[src/rtl/down_counter.sv]
// -----------------------------------------------------------------------------
// down_counter
//
// Loadable down-counter with a small IDLE/RUN/DONE state machine. A value is
// loaded, decremented once per cycle while `in` is high, and a one-cycle
// `done` pulse marks the count reaching zero. Decrement requests while no
// count is pending raise a sticky `underflow` flag. Immediate assertions
// state the safety properties so the block can also be used as a BMC target.
//
// Ports:
//   clk        rising-edge clock
//   rst        asynchronous, active-high reset
//   load       load request, sampled at the rising edge of clk
//   load_val   value loaded when load=1 (WIDTH bits)
//   in         decrement enable
//   out        current count, registered (WIDTH bits)
//   busy       high while in RUN
//   done       one-cycle pulse while in DONE
//   underflow  sticky: decrement requested while the count is 0
// -----------------------------------------------------------------------------
module down_counter #(
    parameter int WIDTH = 2
) (
    input  logic             clk,
    input  logic             rst,
    input  logic             load,
    input  logic [WIDTH-1:0] load_val,
    input  logic             in,
    output logic [WIDTH-1:0] out,
    output logic             busy,
    output logic             done,
    output logic             underflow
);

    // Encoding 2'b11 is unreachable; the next-state logic treats it as IDLE.
    typedef enum logic [1:0] {
        IDLE = 2'b00,
        RUN  = 2'b01,
        DONE = 2'b10
    } state_t;

    state_t           state_q, state_d;
    logic [WIDTH-1:0] count_q, count_d;
    logic             underflow_q, underflow_d;

    // State, count and sticky flag registers; reset clears everything at once
    // without waiting for a clock edge.
    always_ff @(posedge clk or posedge rst) begin
        if (rst) begin
            state_q     <= IDLE;
            count_q     <= '0;
            underflow_q <= 1'b0;
        end else begin
            state_q     <= state_d;
            count_q     <= count_d;
            underflow_q <= underflow_d;
        end
    end

    // Next-state logic. A load is accepted in every state and always wins over
    // a same-cycle decrement. A load of zero skips RUN and goes straight to
    // DONE so that RUN always holds a non-zero count. Outside RUN the count is
    // forced to zero, which also repairs the unused encoding.
    always_comb begin
        state_d     = state_q;
        count_d     = count_q;
        underflow_d = underflow_q;

        if (load) begin
            count_d     = load_val;
            underflow_d = 1'b0;
            state_d     = (load_val != '0) ? RUN : DONE;
        end else begin
            case (state_q)
                RUN: begin
                    if (in) begin
                        count_d = count_q - WIDTH'(1);
                        if (count_q == WIDTH'(1)) begin
                            state_d = DONE;
                        end
                    end
                end
                default: begin
                    count_d = '0;
                    state_d = IDLE;
                    if (in) begin
                        underflow_d = 1'b1;
                    end
                end
            endcase
        end
    end

    // Outputs decode straight from registers, so no input reaches an output
    // combinationally.
    assign out       = count_q;
    assign busy      = (state_q == RUN);
    assign done      = (state_q == DONE);
    assign underflow = underflow_q;

    // Safety properties, each inductive on its own: RUN holds exactly the
    // non-zero counts, and only the three named encodings ever appear.
    always @* begin
        if (!rst) begin
            assert (!(busy && done));
            assert ((state_q == RUN) || (count_q == '0));
            assert ((state_q != RUN) || (count_q != '0));
            assert ((state_q == IDLE) || (state_q == RUN) || (state_q == DONE));
        end
    end

endmodule
[config.mk]
export PLATFORM = sky130hd
export DESIGN_NAME = down_counter
export DESIGN_NICKNAME = d
export VERILOG_FILES = /design/src/rtl/down_counter.sv
export SDC_FILE = /design/constraint.sdc
export NUM_CORES = 1
export LEC_CHECK = 0
export ABC_AREA = 0
export CAP_MARGIN = 20
export CORE_AREA = 5 5 42 44
export CTS_BUF_LIST = sky130_fd_sc_hd__clkbuf_8
export CTS_CLUSTER_DIAMETER = 120
export DETAILED_ROUTE_END_ITERATION = 6
export DIE_AREA = 0 0 47 49
export REMOVE_ABC_BUFFERS = 1
export SYNTH_ARGS = -nofsm -noshare
export SYNTH_HDL_FRONTEND = slang
export SYNTH_SLANG_ARGS = --single-unit
[constraint.sdc]
create_clock -name clk -period 1.2 [get_ports clk]
set_input_delay 0.18 -clock clk [delete_from_list [all_inputs] [get_ports clk]]
set_output_delay 0.18 -clock clk [all_outputs]
set_load 0.005 [all_outputs]
==> impl_metrics.env <==
export IMPL_final_layout_size_suffix_gt1_share_pct=32.6
export IMPL_yosys_area_top_type_share_pct=46.9
export IMPL_crit_path_end="out[1]$_DFFE_PP0P_"
export IMPL_leakagePower_nw=0.219
export IMPL_design_die_area_um2=2300
export IMPL_place_hpwl_um=472
export IMPL_regToRegEndpoint="out[1]$_DFFE_PP0P_"
export IMPL_path_class="flip-flop to flip-flop"
export IMPL_min_period_ns=1.15
export IMPL_cts_path_max_buffers=2
export IMPL_yosysTopAreaCell="dfrtp_1"
export IMPL_cp_end_kind="flip-flop"
export IMPL_synthTopCellsByArea="dfrtp_1 47%, o31ai_2 9.4%, nand2_1 5.6%"
export IMPL_dp_cells=53
export IMPL_fmax_mhz=873
export IMPL_coreArea_um2=1400
export IMPL_final_area_um2=455
export IMPL_grt_pass1_wl_um=993
export IMPL_cts_sinks=5
export IMPL_cap_violations=0
export IMPL_final_setup_tns_ns=0
export IMPL_start_kind="flip-flop"
export IMPL_grt_setup_unrepaired="no"
export IMPL_setup_viol=0
export IMPL_synthDistinctLibCells=16
export IMPL_ys_ff_latch=5
export IMPL_finalCritPeriodShare_pct=95.4
export IMPL_antenna_found_initial=0
export IMPL_power_density_nw_per_um2=1380
export IMPL_rows=14
export IMPL_ff2ff_path_depth=4
export IMPL_grt_total_usage_pct=6.51
export IMPL_nets=51
export IMPL_m1WireLength_um=250
export IMPL_grt_start_max_net_pins=9
export IMPL_finalClockSkew_ns=0.000431
export IMPL_cts_buffers=3
export IMPL_worst_pin_slew_ns=0.296
export IMPL_netlist_area_um2=267
export IMPL_syn_instance_count=27
export IMPL_slew_violations=0
export IMPL_synthToLayoutAreaGrowth_pct=70.9
export IMPL_wl_per_cell_um=10.5
export IMPL_antennaDiodeCount=0
export IMPL_post_place_ws_ns=-0.0342
export IMPL_ir_drop_mv=0.355
export IMPL_htreeDepth=1
export IMPL_hold_violations=0
export IMPL_top_layer="met4"
export IMPL_route_detailed_drc=0
export IMPL_dr_wl_met2_um=264
export IMPL_via_count=242
export IMPL_io_buffer_count=10
export IMPL_clock_latency_ns=0.22
export IMPL_finalWirelength_um=617
export IMPL_die_height_um=49
export IMPL_required_ns=1.33
export IMPL_tritoncts="yes"
export IMPL_reg2reg_from="out[0]$_DFFE_PP0P_"
export IMPL_setup_ws_ns=0.0547
export IMPL_clk_transition_reported_paths_ns=0.03
export IMPL_slew_headroom_pct=80.2
export IMPL_cp_startpoint="out[0]$_DFFE_PP0P_"
export IMPL_placed_area_um2=389
export IMPL_seq_area_um2=125
export IMPL_holdWs_ns=0.155
export IMPL_syn_avg_cell_area_um2=9.87
export IMPL_hp_class="primary input to async pin"
export IMPL_wl_met3_um=54
export IMPL_start_util_pct=19.0
export IMPL_place_congestion=0.669
export IMPL_layout_cells_non_filler=59
export IMPL_die_w_um=47
export IMPL_io_pins=11
export IMPL_ant_nets=0
export IMPL_power_mw=0.628
export IMPL_grt_pass1_vias=266
export IMPL_drtIter0Drc=4
export IMPL_crit_fanout=2
export IMPL_final_util_pct=32.5
export IMPL_multiInputGateArea_um2=138
export IMPL_cp_arrival_ns=1.27
export IMPL_yosysSeqAreaShare_pct=46.9
export IMPL_avgViaCountPerCell=4.10
export IMPL_grt_ovfl_total=0
export IMPL_status="complete, no violations"
export IMPL_cts_root_buffer="clkbuf_8"
export IMPL_dr_pass1_iters=4
export IMPL_yosysWarnings=0
export IMPL_fill_cells=160
export IMPL_rrSetupSlack_ns=0.05
synthesized netlist by cell type, drive strengths merged:
cell,count
a21oi,1
buf,1
dfrtp,5
ha,1
inv,4
mux2i,1
nand2,4
nand2b,1
nand3,1
nor2,2
nor2b,1
o21ai,1
o31ai,3
xnor2,1
routing by layer:
layer  GRT usage, %  up-vias
met2           8.14       13
met5              0        -
met3           1.11        5
li1               -      119
met1           7.13      105
met4           9.68        0
how the worst min path moves through the flow:
stage / startpoint / to
after floorplan: rst / out[0]$_DFFE_PP0P_
after global placement: rst / state_q[1]$_DFFE_PP0P_
after detailed placement: rst / state_q[0]$_DFFE_PP0P_
after CTS: rst / out[0]$_DFFE_PP0P_
after global routing: rst / out[1]$_DFFE_PP0P_
final: rst / out[0]$_DFFE_PP0P_
critical path, stage by stage, from the launching register on:
cell and delay [ns]:
dfrtp_1 0.37, buf_4 0.15, ha_4 0.26, mux2i_2 0.07
o31ai_2 0.21
logic make-up after synthesis:
| family | count (synthesis) | synth area share [%] |
|---|---|---|
| XOR/XNOR | 1 | 3.29 |
| multiplexers | 1 | 3.76 |
| AO/OA/AOI/OAI | 5 | 16.0 |
| buffers and inverters | 5 | 7.51 |
| adder cells (fa/ha/maj) | 1 | 4.69 |
| AND/OR/NAND/NOR | 9 | 17.8 |
| flip-flops | 5 | 46.9 |
layout by cell type, fill, tap and decap left out, drive strengths merged:
cell type	n
mux2i	1
buf	3
nand2b	1
nand2	4
xnor2	1
inv	5
dlygate4sd2	4
clkdlybuf4s50	5
o21ai	1
a21oi	1
nor2b	1
clkbuf	4
o31ai	3
nand3	1
ha	1
nor2	2
dfrtp	5
timing repair:
action,4_1_cts,5_1_grt
resized for setup,6,3
setup endpoints to repair,5,2
hold buffers,0,0
buffers inserted,2,0
pin swaps,0,1
report_power, final:
part           total, mW  switching, mW  internal [mW]  leakage (nW)
Clock              0.298         0.0788          0.219        0.0269
Combinational      0.137         0.0613         0.0754         0.129
Sequential         0.193        0.00861          0.185        0.0631
layout make-up:
cell class / count / area share [%]
clock buffers: 3 / 9.07
clock inverters: 1 / 0.824
inverters: 4 / 3.30
multi-input cells: 17 / 30.2
flip-flops and latches: 5 / 27.5
well taps: 16 / 4.40
repair buffers: 13 / 24.7
sequential cells by signal, summed over array words and instances (netlist names):
| name | count |
|---|---|
| out | 2 |
| state_q | 2 |
| underflow | 1 |
(Power assumes the default switching activity.)
